`config.mk`:
```
export PLATFORM = sky130hd
export DESIGN_NAME = sixteen_bit_div
export DESIGN_NICKNAME = d
export VERILOG_FILES = /design/src/rtl/sixteen_bit_div_pkg.sv /design/src/rtl/sixteen_bit_mul.sv /design/src/rtl/sixteen_bit_div.sv
export SDC_FILE = /design/constraint.sdc
export NUM_CORES = 1
export LEC_CHECK = 0
export BUFFER_PORTS_ARGS = -buffer_cell sky130_fd_sc_hd__buf_2
export CAP_MARGIN = 20
export CORE_MARGIN = 2
export CORE_UTILIZATION = 25
export CTS_BUF_LIST = sky130_fd_sc_hd__clkbuf_8
export DETAILED_ROUTE_END_ITERATION = 12
export SYNTH_ARGS = -nofsm -noshare
export SYNTH_HDL_FRONTEND = slang
export SYNTH_SLANG_ARGS = --single-unit
```
`constraint.sdc`:
```
create_clock -name clk -period 4.7 [get_ports clk]
set_input_delay 0.94 -clock clk [delete_from_list [all_inputs] [get_ports clk]]
set_output_delay 0.94 -clock clk [all_outputs]
set_load 0.01 [all_outputs]
```
`src/rtl/sixteen_bit_div_pkg.sv`:
```
// Shared types and constants for the sequential 32/16 restoring divider.
package sixteen_bit_div_pkg;

  typedef enum logic [1:0] {
    IDLE = 2'd0,
    RUN  = 2'd1,
    DONE = 2'd2
  } state_t;

  localparam int DIVIDEND_W = 32;
  localparam int DIVISOR_W  = 16;
  localparam int ITER       = 16;
  localparam logic [15:0] ERR_QUOT = 16'hFFFF;

  // One restoring step: returns {quotient bit, next partial remainder}.
  function automatic logic [16:0] div_step(input logic [16:0] rem, input logic [15:0] d);
    if (rem >= {1'b0, d}) begin
      return {1'b1, 16'(rem - {1'b0, d})};
    end
    return {1'b0, rem[15:0]};
  endfunction

endpackage

```
`src/rtl/sixteen_bit_mul.sv`:
```
// 16x16 unsigned multiplier from the arithmetic tile; used by the divider's optional self-check.
module sixteen_bit_mul (
  input  logic [15:0] e1,
  input  logic [15:0] e2,
  output logic [31:0] s
);

  assign s = e1 * e2;

endmodule

```
`src/rtl/sixteen_bit_div.sv`:
```
// Sequential restoring divider, 32-bit dividend by 16-bit divisor, one quotient bit per clock.
// Optional result self-check against sixteen_bit_mul under SIXTEEN_BIT_DIV_CHECK_EN.
module sixteen_bit_div
  import sixteen_bit_div_pkg::*;
(
  input  logic        clk,
  input  logic        rst,
  input  logic        start,
  input  logic [31:0] s,
  input  logic [15:0] e2,
  output logic [15:0] e1,
  output logic [15:0] r,
  output logic        busy,
  output logic        done,
  output logic        div_zero,
  output logic        ovf,
  output logic        chk_err
);

  state_t      state;
  logic [3:0]  cnt;
  logic [15:0] dvd_lo;
  logic [15:0] div_q;
  logic [15:0] rem_q;
  logic [15:0] quo_q;

  logic [16:0] step;
  logic [15:0] quo_nxt;
  logic        last;
  logic        accept;

  // Partial remainder never exceeds the divisor, so 16 stored bits plus the incoming bit suffice.
  assign step    = div_step({rem_q, dvd_lo[15]}, div_q);
  assign quo_nxt = {quo_q[14:0], step[16]};
  assign last    = (state == RUN) && (cnt == 4'(ITER - 1));
  assign accept  = start && ((state == IDLE) || (state == DONE));

  assign busy = (state == RUN);
  assign done = (state == DONE);

`ifdef SIXTEEN_BIT_DIV_CHECK_EN
  logic [31:0] dvd_q;
  logic [31:0] prod;
  logic        chk_q;

  // Checks the quotient being committed this cycle so the flag lands together with done.
  sixteen_bit_mul u_mul (
    .e1 (quo_nxt),
    .e2 (div_q),
    .s  (prod)
  );

  always_ff @(posedge clk) begin
    if (rst) begin
      chk_q <= 1'b0;
    end else if (last) begin
      chk_q <= ((prod + {16'd0, step[15:0]}) != dvd_q);
    end else begin
      chk_q <= 1'b0;
    end
  end

  always_ff @(posedge clk) begin
    if (accept) begin
      dvd_q <= s;
    end
  end

  assign chk_err = chk_q;
`else
  assign chk_err = 1'b0;
`endif

  always_ff @(posedge clk) begin
    if (rst) begin
      state    <= IDLE;
      cnt      <= '0;
      e1       <= '0;
      r        <= '0;
      div_zero <= 1'b0;
      ovf      <= 1'b0;
    end else begin
      case (state)
        IDLE, DONE: begin
          if (accept) begin
            div_zero <= 1'b0;
            ovf      <= 1'b0;
            dvd_lo   <= s[15:0];
            rem_q    <= s[31:16];
            div_q    <= e2;
            quo_q    <= '0;
            cnt      <= '0;
            if (e2 == 16'd0) begin
              div_zero <= 1'b1;
              e1       <= ERR_QUOT;
              r        <= s[15:0];
              state    <= DONE;
            end else if (s[31:16] >= e2) begin
              ovf      <= 1'b1;
              e1       <= ERR_QUOT;
              r        <= '0;
              state    <= DONE;
            end else begin
              state    <= RUN;
            end
          end else begin
            state <= IDLE;
          end
        end
        RUN: begin
          rem_q  <= step[15:0];
          quo_q  <= quo_nxt;
          dvd_lo <= {dvd_lo[14:0], 1'b0};
          cnt    <= cnt + 4'd1;
          if (last) begin
            e1    <= quo_nxt;
            r     <= step[15:0];
            state <= DONE;
          end
        end
        default: state <= IDLE;
      endcase
    end
  end

endmodule

```
## Word-level counts from Yosys, hierarchy flattened

Cells that the tools add are included.

| word-level totals | value |
|---|---|
| register bits | 103 |
| input bits | 51 |
| logic and storage cells | 62 |

| operators by class | value |
|---|---|
| add/subtract/negate cells | 2 |
| $lt $le $gt $ge | 2 |
| equality and inequality tests | 6 |
| mux-type cells | 29 |
| bitwise gates (word level) | 1 |
| reduce and logical (&&, ||, !) cells | 12 |

Operators by type and width:

| kind | count |
|---|---|
| 2-to-1 mux 16 bit | 10 |
| one-hot mux 16 bit (2 select lines) | 4 |
| 2-to-1 mux 17 bit | 2 |
| one-hot mux 15 bit (2 select lines) | 1 |
| >= comparator 17 x 16 -> 1 bit | 1 |
| >= comparator 16 bit | 1 |
| logical NOT 16 bit | 1 |
| subtractor 16 bit | 1 |
| 2-to-1 mux 15 bit | 1 |
| 2-to-1 mux 2 bit | 4 |
| one-hot mux 4 bit (2 select lines) | 1 |
| AND reduction 3 bit | 2 |
| adder 4 x 1 -> 4 bit (second input constant) | 1 |
| equality test 4 bit (second input constant) | 1 |
| 2-to-1 mux 1 bit | 4 |
| 2-to-1 mux 4 bit | 1 |
| one-hot mux 2 bit (2 select lines) | 1 |
| AND reduction 2 bit | 2 |
| AND reduction 4 bit | 1 |
| != test 3 bit (second input constant) | 1 |
| equality test 2 x 1 -> 1 bit (second input constant) | 1 |
| equality test 2 bit (second input constant) | 1 |
| logical AND 1 bit | 2 |
| logical NOT 2 bit | 1 |
| other kinds (6) | 6 |

## Logic depth before layout (Yosys ltp)

Gate-level depths: netlist of run 1.

| logic depth | value |
|---|---|
| depth in word-level cells | 5 |
| depth in mapped cells | 12 |
| depth with buffers taken out | 10 |

## Worst setup path after synthesis of run 1

Ideal clock, no wire load.

| timing | value |
|---|---|
| path type | input-to-reg |
| from | input rst |
| to | register dvd_lo[0], enable pin |
| data arrival time | 3,246 ps |
| slack | 1,002 ps |
| stages on the path | 3 |
| buffers on the path | 2 |
| cells stage by stage | buf_6 > clkbuf_1 > nor2_1 |

| between the ends | value |
|---|---|
| cells in the longest elaborated chain, start to end | 2 |

Ends and longest elaborated chain:

| item | line | RTL |
|---|---|---|
| start, declared | sixteen_bit_div.sv:7 | `input logic rst,` |
| inverter 1 bit (no line) | n/a |  |
| AND reduction 3 bit (no line) | n/a |  |
| end signal, assigned | sixteen_bit_div.sv:88 | `dvd_lo <= s[15:0];` |
| end signal, assigned | sixteen_bit_div.sv:113 | `dvd_lo <= {dvd_lo[14:0], 1'b0};` |
| end, declared | sixteen_bit_div.sv:22 | `logic [15:0] dvd_lo;` |

Every way passes these cells.
A chain may end at the register's enable or synchronous reset.

## Worst setup path after layout of run 1

| timing | value |
|---|---|
| from | register rem_q[9] |
| to | register r[15] |

| between the ends | value |
|---|---|
| cells in the longest elaborated chain, start to end | 5 |
| elaborated cells between the ends (all ways) | 7 |
| classes of those cells | add/sub: 1; order compare: 1; mux: 5 |

Ends and longest elaborated chain:

| item | line | RTL |
|---|---|---|
| start, declared | sixteen_bit_div.sv:24 | `logic [15:0] rem_q;` |
| start signal, assigned | sixteen_bit_div.sv:89 | `rem_q <= s[31:16];` |
| start signal, assigned | sixteen_bit_div.sv:111 | `rem_q <= step[15:0];` |
| subtractor 16 bit or >= comparator 17 x 16 -> 1 bit (tied branches) | sixteen_bit_div_pkg.sv:18, sixteen_bit_div_pkg.sv:17 |  |
| 2-to-1 mux 17 bit or 2-to-1 mux 1 bit (tied branches) | sixteen_bit_div_pkg.sv:17 | `if (rem >= {1'b0, d}) begin` |
| 2-to-1 mux 17 bit * | sixteen_bit_div_pkg.sv:20 | `return {1'b0, rem[15:0]};` |
| 2-to-1 mux 16 bit * | sixteen_bit_div.sv:115 | `if (last) begin` |
| one-hot mux 16 bit (2 select lines) * | sixteen_bit_div.sv:83 | `case (state)` |
| end signal, assigned | sixteen_bit_div.sv:96 | `r <= s[15:0];` |
| end signal, assigned | sixteen_bit_div.sv:117 | `r <= step[15:0];` |
| end, declared | sixteen_bit_div.sv:12 | `output logic [15:0] r,` |

Every way passes the cells marked *; elsewhere a longest branch is shown, timed or not. The select of a mux whose other input is x is not followed.

==> impl_results.md, run 1 <==
* Status: finished clean
* Routed len/inst at 16.1 um
* Non-filler cells, final at 950
* Register area share after synthesis at 0.482
* Post-synthesis register bit count at 103
* CTS buffer count at 9
* Maximum vdd drop at 0.117 mV
* Post-DP HPWL at 11.6 mm
* Number of library cell types mapped by synthesis at 67
* Starting DRT DRC Count at 321
* Ports at 88
* Final setup viols at 0
* Total Routing Usage GR at 0.131
* GRT Max-Usage Layer: met2
* Fmax at 295 MHz
* Post-route antenna net violation count at 0
* M2 GR Usage at 0.197
* Row cnt at 54
* Top Family by Delay on Critical Path: simple AND/OR/NAND/NOR gates
* Biggest cell delay along the critical path at 0.77 ns
* Mapped Nets at 674
* Setup Fix Bufs, Post-CTS at 0
* Hold Violations, Final at 0
* Die area at 23600 um2
* Syn. warnings at 0
* Max-Cap Viols at 0
* Layout Skew at 0.0156 ns
* Crit. End Element: flop
* Largest family of logic cells by synthesized area: simple AND/OR/NAND/NOR gates
* Crit-path cells: ha_1, nand4_1, nor4_1, nor3_2, nor3b_2, nor2_1, a31oi_1, a2111oi_2
* Post-Synth XOR/XNOR Area at 0.00941
* Post-Place Cells at 934
* Slowest CP cell: nor2_1
* Post-CTS Resized at 0
* Critical R2R Launch: rem_q[9]$_DFFE_PP_
* Core box area at 21900 um2
* CTS root buffer: clkbuf_8
* Router iterations before antenna repair at 4
* Post-synth top flop: edfxtp_1
* Final wirelength at 15.3 mm
* Number of global-route vias before repair at 4325
* Crit Path Max Fanout at 12
* WHS Path Cells at 2
* Commonest cells after routing, fill and taps aside: buf_2 (86), nand2_1 (81), edfxtp_1 (63)
* Min Clock Period, post-route at 3.39 ns
* Placed cell areas at 6240 um2
* Synth Area per Inst at 9.48 um2
* Die X at 153 um
* Total power at 2150 uW
* Clk_lat worst skew at 0.40 ns
* Final period util at 0.722
* Clk pin slew, worst setup/hold paths at 0.11 ns
* Starting density of the core at 0.255
* Worst Setup EP: r[15]$_SDFFE_PP0P_
* Max transition margin at 0.340
* PD cells at 334 nW/um2
* Register-to-Register Path Depth at 8
* RSZ-0062 raised after global routing: false
* # DRC at 0
* Share of cells above drive strength 1 at 0.200
* Crit path kind: reg -> reg
* Overall die height at 153 um
* Crit path from: rem_q[9]$_DFFE_PP_
* Critical R2R Capture: r[15]$_SDFFE_PP0P_
* EDFF count, synth at 63
* Layout net count at 750
* CTS Hold Bufs at 0
* Total negative slack at 0 ns
* Met3 usage at 0.0255
* H-tree levels at 3
* First-pass GRT wire length at 24.2 mm
* WP data required at 5.00 ns
* Arrival time at the worst endpoint at 3.69 ns
* Post-synthesis adder-cell area fraction at 0.0775
* LEAKAGE at 0.00270 uW
* Most common library cell in the layout ignoring fill and taps: buf_2
* Worst path bufs/invs at 0
* Largest net degree at the start of global routing at 49
* Post-Layout Inst Area at 6440 um2
* Sink Count at 103
* M1 GR Usage at 0.191
* I/O Buffers at 86
* Clk buf depth at 2
* Area grow syn2layout at 15.2%
* Critical path launch point type: flop
* Worst hold-check path type: reg -> reg
* Synth Area in Compound Gates at 0.155
* Gpl congestion at 0.855
* CTS tree: yes
* Post-synthesis mux area share at 0
* Max-slew violations at 0
* Worst slew pin tran at 0.987 ns
* Routed vias at 4516
* Crit. path cell count at 8
* Initial antenna violation count at 0
* Vias per inst at 4.75
* Post-Synth Simple-Gate Area at 0.214
* Hold slack at 0.497 ns
* Overflow after GRT at 0
* Async SR Flop Fraction at 0
* R2R Setup Slk at 1.31 ns
* Syn Inst Count at 589
* Post-Syn Area at 5590 um2
* N_diodes at 0
==> power by group <==
part	internal, uW	leakage (uW)	switching, uW	total (uW)
clock network	211	0.000101	355	566
registers	1040	0.000924	34.5	1080
logic	186	0.00167	322	508
total	1440	0.00270	712	2150
==> cells in the mapped netlist, drive strengths merged, types with 7 or more instances <==
cell type  number  share of area
nand4           8         0.0090
edfxtp         63           0.34
nand3          17          0.016
o21ai          14          0.013
or3             8         0.0090
nor3           39          0.037
a21oi          33          0.030
inv            40          0.027
clkbuf         15          0.017
o211ai         11          0.016
a31oi           9          0.010
nand2          82          0.056
ha             33          0.074
and2           16          0.018
buf            13          0.015
a211oi         17          0.026
dfxtp          40           0.14
o21a            7         0.0094
nor2           58          0.039
==> per-layer routing <==
| metal | vias up | routed length [um] |
|---|---|---|
| li1 | 2255 | - |
| met1 | 2142 | 7930 |
| met2 | 107 | 6610 |
| met3 | 12 | 568 |
| met4 | 0 | 163 |
| met5 | - | 0 |
==> worst min-delay path by stage <==
stage,from,endpoint,slack [ns]
floorplan,cnt[2]$_SDFFE_PP0P_,cnt[2]$_SDFFE_PP0P_,0.47
global placement,div_zero$_SDFFE_PP0P_,div_zero$_SDFFE_PP0P_,0.46
detailed placement,div_zero$_SDFFE_PP0P_,div_zero$_SDFFE_PP0P_,0.48
CTS,e1[12]$_SDFFE_PP0P_,e1[12]$_SDFFE_PP0P_,0.50
global route,r[2]$_SDFFE_PP0P_,r[2]$_SDFFE_PP0P_,0.52
finish,div_zero$_SDFFE_PP0P_,div_zero$_SDFFE_PP0P_,0.50
==> registers in the layout, indices dropped and copies added (netlist names) <==
| register | flops |
|---|---|
| cnt | 4 |
| rem_q | 16 |
| state | 2 |
| div_q | 16 |
| quo_q | 15 |
| e1 | 16 |
| dvd_lo | 16 |
| ovf | 1 |
| div_zero | 1 |
| r | 16 |
==> through the flow <==
| step | util | worst slack [ns] |
|---|---|---|
| 6_report | 0.294 | 1.31 |
| 2_1_floorplan | - | 1.00 |
| 4_1_cts | 0.294 | 1.31 |
| 3_5_place_dp | 0.285 | 1.00 |
| 5_1_grt | 0.294 | 1.01 |
| 3_3_place_gp | 0.285 | 1.12 |
==> worst register-to-register path: cells and delay by family, from the launching register on <==
family / cells / cell delay [ns]
flip-flops: 1 / 0.47
AND/OR/NAND/NOR: 5 / 1.68
AO/OA/AOI/OAI: 2 / 0.70
adder cells (fa/ha/maj): 1 / 0.43
==> kinds of logic (layout without fill, tap and decap cells) <==
family / after synthesis / in the layout
other: 1 / 1
and+or+nand+nor: 252 / 252
xor gates and xnor gates: 6 / 6
buffers and inverters: 70 / 151
AOI/OAI and AO/OA: 123 / 123
DFF: 103 / 103
adders and majority gates: 34 / 34
==> final cells by class <==
type                    count  area (um2)
well taps                 280         350
multi-input cells         416        2560
clock inverters             7        68.8
fillers                  2345       15500
flip-flops and latches    103        2690
clock buffers               9         124
inverters                  41         154
repair buffers             94         490
No activity file was read; power rests on OpenSTA's default activity.
==> inputs of run 2 (changes only) <==
--- a/config.mk
+++ b/config.mk
@@ -5,6 +5,7 @@
 export SDC_FILE = /design/constraint.sdc
 export NUM_CORES = 1
 export LEC_CHECK = 0
+export ABC_AREA = 1
 export BUFFER_PORTS_ARGS = -buffer_cell sky130_fd_sc_hd__buf_2
 export CAP_MARGIN = 20
 export CORE_MARGIN = 2
==> constraint.sdc (replaced) <==
create_clock -name clk -period 3.4 [get_ports clk]
set_input_delay 0.68 -clock clk [delete_from_list [all_inputs] [get_ports clk]]
set_output_delay 0.68 -clock clk [all_outputs]
set_load 0.01 [all_outputs]
==> impl_results.md, run 2 <==
* Sink Count at 103 (unchanged)
* Crit Path Max Fanout at 18 (was 12)
* Crit path kind: reg -> reg (unchanged)
* Max transition margin at 0.555 (was 0.340)
* Commonest cells after routing, fill and taps aside: nand2_1 (213), inv_1 (122), buf_2 (86) (was buf_2 (86), nand2_1 (81), edfxtp_1 (63))
* Number of library cell types mapped by synthesis at 41 (was 67)
* CTS buffer count at 9 (unchanged)
* Met3 usage at 0.0275 (was 0.0255)
* Async SR Flop Fraction at 0 (unchanged)
* H-tree levels at 3 (unchanged)
* Final setup viols at 0 (unchanged)
* Max-Cap Viols at 0 (unchanged)
* Maximum vdd drop at 0.211 mV (was 0.117 mV)
* Final wirelength at 17.1 mm (was 15.3 mm)
* LEAKAGE at 0.00362 uW (was 0.00270 uW)
* Hold slack at 0.479 ns (was 0.497 ns)
* Arrival time at the worst endpoint at 2.69 ns (was 3.69 ns)
* Most common library cell in the layout ignoring fill and taps: nand2_1 (was buf_2)
* Final period util at 0.705 (was 0.722)
* Starting density of the core at 0.254 (was 0.255)
* First-pass GRT wire length at 27.8 mm (was 24.2 mm)
* Crit-path cells: inv_1, nor2_4, nand2_1, nand2_4, inv_4, nor2_1, nor2_1 (was ha_1, nand4_1, nor4_1, nor3_2, nor3b_2, nor2_1, a31oi_1, a2111oi_2)
* CTS root buffer: clkbuf_8 (unchanged)
* M2 GR Usage at 0.217 (was 0.197)
* Post-synthesis register bit count at 103 (unchanged)
* Initial antenna violation count at 3 (was 0)
* Mapped Nets at 876 (was 674)
* PD cells at 435 nW/um2 (was 334 nW/um2)
* CTS tree: yes (unchanged)
* M1 GR Usage at 0.184 (was 0.191)
* Number of global-route vias before repair at 5325 (was 4325)
* Area grow syn2layout at 15.8% (was 15.2%)
* Starting DRT DRC Count at 336 (was 321)
* Setup Fix Bufs, Post-CTS at 0 (unchanged)
* Post-DP HPWL at 13.1 mm (was 11.6 mm)
* Hold Violations, Final at 0 (unchanged)
* Overall die height at 161 um (was 153 um)
* Largest net degree at the start of global routing at 63 (was 49)
* Post-CTS Resized at 0 (unchanged)
* Fmax at 417 MHz (was 295 MHz)
* Routed len/inst at 14.3 um (was 16.1 um)
* Share of cells above drive strength 1 at 0.166 (was 0.200)
* Top-area cell type share of the netlist area at 0.306 (was 0.339)
* Final core utilization at 0.294 (about the same)
* Slowest CP cell: dfxtp_1 (was nor2_1)
* Total Routing Usage GR at 0.136 (was 0.131)
* Routed vias at 5267 (was 4516)
* Post-route antenna net violation count at 0 (unchanged)
* Total negative slack at 0 ns (unchanged)
* Largest area contributor in the netlist: edfxtp_1 (unchanged)
* Switching share of power at 0.350 (was 0.331)
* GRT Max-Usage Layer: met2 (unchanged)
* Die X at 161 um (was 153 um)
* Syn. warnings at 0 (unchanged)
* Vias per inst at 4.39 (was 4.75)
* Row cnt at 57 (was 54)
* Post-Syn Area at 6180 um2 (was 5590 um2)
* Biggest cell delay along the critical path at 0.76 ns (was 0.77 ns)
* Router iterations before antenna repair at 4 (unchanged)
* CTS Hold Bufs at 0 (unchanged)
* Ports at 88 (unchanged)
* EDFF count, synth at 63 (unchanged)
* Sequential share of power at 0.488 (was 0.501)
* Layout fillers at 2640 (was 2345)
* Register area share after synthesis at 0.436 (was 0.482)
* Logic gate share of total power at 0.252 (was 0.236)
* Clk network pwr share at 0.260 (was 0.263)
* Min Clock Period, post-route at 2.40 ns (was 3.39 ns)
* Clk buf depth at 2 (unchanged)
* Synth top cells by count: nand2_1 (213), inv_1 (122), nor2_1 (77) (was nand2_1 (81), edfxtp_1 (63), nor2_1 (58))
* Clk pin slew, worst setup/hold paths at 0.12 ns (was 0.11 ns)
* Overflow after GRT at 0 (unchanged)
* WP data required at 3.69 ns (was 5.00 ns)
* Max-slew violations at 0 (unchanged)
* P_sw at 1090 uW (was 712 uW)
* Core box area at 24300 um2 (was 21900 um2)
* Total power at 3110 uW (was 2150 uW)
* Int Power at 2020 uW (was 1440 uW)
* Worst slew pin tran at 0.666 ns (was 0.987 ns)
* Layout Skew at 0.0133 ns (was 0.0156 ns)
* Post-synth top flop: edfxtp_1 (unchanged)
* Top post-synthesis cells by area: edfxtp_1 (31%), dfxtp_1 (13%), nand2_1 (13%), inv_1 (7.4%), ha_1 (6.7%) (was edfxtp_1 (34%), dfxtp_1 (14%), ha_1 (7.4%), nand2_1 (5.4%), nor2_1 (3.9%))
* I/O Buffers at 86 (unchanged)
* Synth Area per Inst at 7.81 um2 (was 9.48 um2)
* Layout net count at 953 (was 750)
* # DRC at 0 (unchanged)
* Most common cell in the netlist: nand2_1 (unchanged)
* Crit path top cell by count: nor2_1
* Die area at 26000 um2 (was 23600 um2)
* Gpl congestion at 0.855 (unchanged)
* Worst hold-check path type: reg -> reg (unchanged)
* Status: finished clean (unchanged)
* Syn Inst Count at 791 (was 589)
* Critical path launch point type: flop (unchanged)
* Crit. End Element: flop (unchanged)
* Clk_lat worst skew at 0.39 ns (was 0.40 ns)
* RSZ-0062 raised after global routing: false (unchanged)
run 2: power by group through the flow:
stage | clock (uW) | combinational, uW | sequential, uW
6_report | 809 | 785 | 1520
5_1_grt | 879 | 897 | 1530
3_5_place_dp | 0 | 784 | 1550
4_1_cts | 842 | 790 | 1520
2_1_floorplan | 0 | 546 | 1540
3_3_place_gp | 0 | 777 | 1550
run 2: metrics by stage:
step | instances | worst slack [ns] | cell area [um2]
final | 1199 | 1.00 | 7160
after floorplan | 791 | 0.577 | 6180
after CTS | 1197 | 0.989 | 7150
after global placement | 1181 | 0.760 | 6940
after global routing | 1197 | 0.801 | 7150
after detailed placement | 1181 | 0.758 | 6940
run 2: metal layers:
layer,vias up,wire [um]
li1,2722,-
met1,2398,8330
met2,122,7510
met3,23,907
met4,2,346
met5,-,13
run 2: kinds of logic after synthesis:
logic type	Yosys count	synth area share
compound gates	44	0.0449
xor+xnor	7	0.00992
fa+ha+maj	34	0.0700
buf+inv	158	0.104
flops	103	0.436
other cells	1	0.000607
simple gates	444	0.335
run 2: area by class of cell:
type	count	area [um2]	share of cell area
multi-input combinational	530	2860	0.400
sequential	103	2690	0.376
timing repair buffer	95	498	0.0696
inverter	129	487	0.0680
tap	324	405	0.0566
clock buffer	9	124	0.0173
clock inverter	7	87.6	0.0122
antenna	2	5.00	0.000699
run 2: worst paths after layout:
path,start,end,slack [ns],depth (start not counted)
worst max-delay path,state[0]$_SDFFE_PP0P_,r[6]$_SDFFE_PP0P_,1.00,7
worst min-delay path,e1[10]$_SDFFE_PP0P_,e1[10]$_SDFFE_PP0P_,0.48,2
worst max register to register,state[0]$_SDFFE_PP0P_,r[6]$_SDFFE_PP0P_,1.00,7
worst min register to register,e1[10]$_SDFFE_PP0P_,e1[10]$_SDFFE_PP0P_,0.48,2
run 2: worst max-delay path, delay by kind of cell (launching register included):
family | cells | cell delay [ns]
AND/OR/NAND/NOR | 5 | 1.24
flip-flops | 1 | 0.76
buffers and inverters | 2 | 0.31
==> inputs of run 3 (changes only) <==
==> constraint.sdc (replaced) <==
create_clock -name clk -period 2.1 [get_ports clk]
set_input_delay 0.42 -clock clk [delete_from_list [all_inputs] [get_ports clk]]
set_output_delay 0.42 -clock clk [all_outputs]
set_load 0.01 [all_outputs]
==> impl_results.md, run 3 (same netlist as run 2, synthesis figures left out) <==
* Status: finished clean (unchanged)
* CTS root buffer: clkbuf_8 (unchanged)
* Starting density of the core at 0.254 (unchanged)
* Critical path launch point type: flop (unchanged)
* Post-route antenna net violation count at 0 (unchanged)
* WL met3 at 1.07 mm (was 907 um)
* Overflow after GRT at 0 (unchanged)
* Die area at 26000 um2 (unchanged)
* # DRC at 0 (unchanged)
* Clk buf depth at 2 (unchanged)
* Placed cell areas at 7360 um2 (was 6940 um2)
* Final setup viols at 0 (unchanged)
* Arrival time at the worst endpoint at 2.37 ns (was 2.69 ns)
* Register-to-Register Path Depth at 11 (was 7)
* Clk_lat worst skew at 0.40 ns (was 0.39 ns)
* Row cnt at 57 (unchanged)
* Post-Layout Inst Area at 8000 um2 (was 7160 um2)
* Final period util at 0.983 (was 0.705)
* Gpl congestion at 0.857 (was 0.855)
* FF/Latch Area at 2690 um2 (unchanged)
* Ports at 88 (unchanged)
* Starting DRT DRC Count at 373 (was 336)
* Post-Place Cells at 1233 (was 1181)
* Share of cells above drive strength 1 at 0.274 (was 0.166)
* Sink Count at 103 (unchanged)
* Most common library cell in the layout ignoring fill and taps: nand2_1 (unchanged)
* Metal1 wirelength at 8.24 mm (was 8.33 mm)
* Post-layout worst setup margin at 0.0355 ns (was 1.00 ns)
* I/O Buffers at 86 (unchanged)
* Combined area of the multi-input logic cells at 3180 um2 (was 2860 um2)
* Total power at 5300 uW (was 3110 uW)
* Layout Skew at 0.0159 ns (was 0.0133 ns)
* Routed len/inst at 14.2 um (was 14.3 um)
* Layout net count at 1018 (was 953)
* Overall die height at 161 um (unchanged)
* Post-DP HPWL at 13.5 mm (was 13.1 mm)
* Layout fillers at 2578 (was 2640)
* DR top layer: met4 (was met5)
* Initial antenna violation count at 1 (was 3)
* Die X at 161 um (unchanged)
* Area grow syn2layout at 29.4% (was 15.8%)
* Final wirelength at 17.9 mm (was 17.1 mm)
* RSZ-0062 raised after global routing: true (was false)
* Router iterations before antenna repair at 5 (was 4)
* Maximum vdd drop at 0.252 mV (was 0.211 mV)
* Worst hold-check path type: in -> reg (was reg -> reg)
* WHS Path Cells at 1 (was 2)
* CTS tree: yes (unchanged)
* Routed vias at 5592 (was 5267)
* LEAKAGE at 0.00400 uW (was 0.00362 uW)
* Crit Path Max Fanout at 8 (was 18)
* Met2 Routed Length at 8.34 mm (was 7.51 mm)
* Post-place setup slack at -0.231 ns (was 0.758 ns)
* Core box area at 24300 um2 (unchanged)
* Largest net degree at the start of global routing at 56 (was 63)
* Clk pin slew, worst setup/hold paths at 0.11 ns (was 0.12 ns)
* Crit path kind: reg -> reg (unchanged)
* Total negative slack at 0 ns (unchanged)
* WP data required at 2.40 ns (was 3.69 ns)
* Commonest cells after routing, fill and taps aside: nand2_1 (195), inv_1 (119), buf_2 (86) (was nand2_1 (213), inv_1 (122), buf_2 (86))
* Max-Cap Viols at 0 (unchanged)
* CTS Hold Bufs at 0 (unchanged)
* Total Routing Usage GR at 0.141 (was 0.136)
* H-tree levels at 3 (unchanged)
* Hold Violations, Final at 0 (unchanged)
* First-pass GRT wire length at 28.9 mm (was 27.8 mm)
* Crit. End Element: flop (unchanged)
* CTS buffer count at 9 (unchanged)
* Number of global-route vias before repair at 5576 (was 5325)
* Fmax at 484 MHz (was 417 MHz)
* Max-slew violations at 0 (unchanged)
* Vias per inst at 4.43 (was 4.39)
* Non-filler cells, final at 1263 (was 1199)
* PD cells at 663 nW/um2 (was 435 nW/um2)
* Min Clock Period, post-route at 2.06 ns (was 2.40 ns)
==> run 3: cell types whose count changed in the layout (fill, tap and decap cells not counted), sizes merged <==
cell | previous run | this run
inv | 131 | 130
diode | 2 | 1
clkinvlp | 1 | 0
nand2 | 219 | 220
buf | 95 | 159
clkinv | 4 | 6
==> run 3: timing repair <==
item | in CTS | in global routing
pin swaps | 2 | 41
gates cloned | 0 | 2
hold endpoints to repair | 0 | 0
setup buffers | 1 | 10
setup endpoints to repair | 9 | 33
resized for setup | 6 | 63
==> run 3: layout make-up <==
type                    instances  share of cell area
repair buffers                159               0.130
clock inverters                 7             0.00720
inverters                     129              0.0612
clock buffers                   9              0.0155
flip-flops and latches        103               0.337
multi-input cells             531               0.398
diodes                          1            0.000313
well taps                     324              0.0507
==> run 3: final timing paths <==
path | from | slack, ns | endpoint
worst max register to register | rem_q[7]$_DFFE_PP_ | 0.04 | r[14]$_SDFFE_PP0P_
worst max-delay path | rem_q[7]$_DFFE_PP_ | 0.04 | r[14]$_SDFFE_PP0P_
worst min register to register | e1[14]$_SDFFE_PP0P_ | 0.47 | e1[14]$_SDFFE_PP0P_
worst min-delay path | e2[11] | 0.21 | div_q[11]$_DFFE_PP_
==> run 3: power breakdown <==
group          switching, uW  internal [uW]  total [uW]
clock network            796            449        1240
registers               94.6           2360        2450
logic                    951            656        1610
==> run 3: through the flow <==
stage	hold slack, ns	utilization
3_3_place_gp	0.445	0.303
4_1_cts	0.190	0.312
2_1_floorplan	0.437	-
5_1_grt	0.200	0.329
3_5_place_dp	0.446	0.303
6_report	0.208	0.329
==> run 3: critical path, cell delays in order, from the launching register on <==
cell and delay, ns:
edfxtp_1 0.48, ha_4 0.35, nand2_2 0.09, nor2_4 0.12
nand3_2 0.11, nand3_2 0.12, nand3_4 0.15, buf_6 0.18
nand4_1 0.11, nand3_1 0.10, nor2_1 0.12, nor2_1 0.04
==> run 3: per-layer routing <==
layer  up-vias  GRT usage
li1       2846          -
met1      2593      0.191
met2       137      0.229
met3        16     0.0267
met4         0     0.0414
met5         -          0
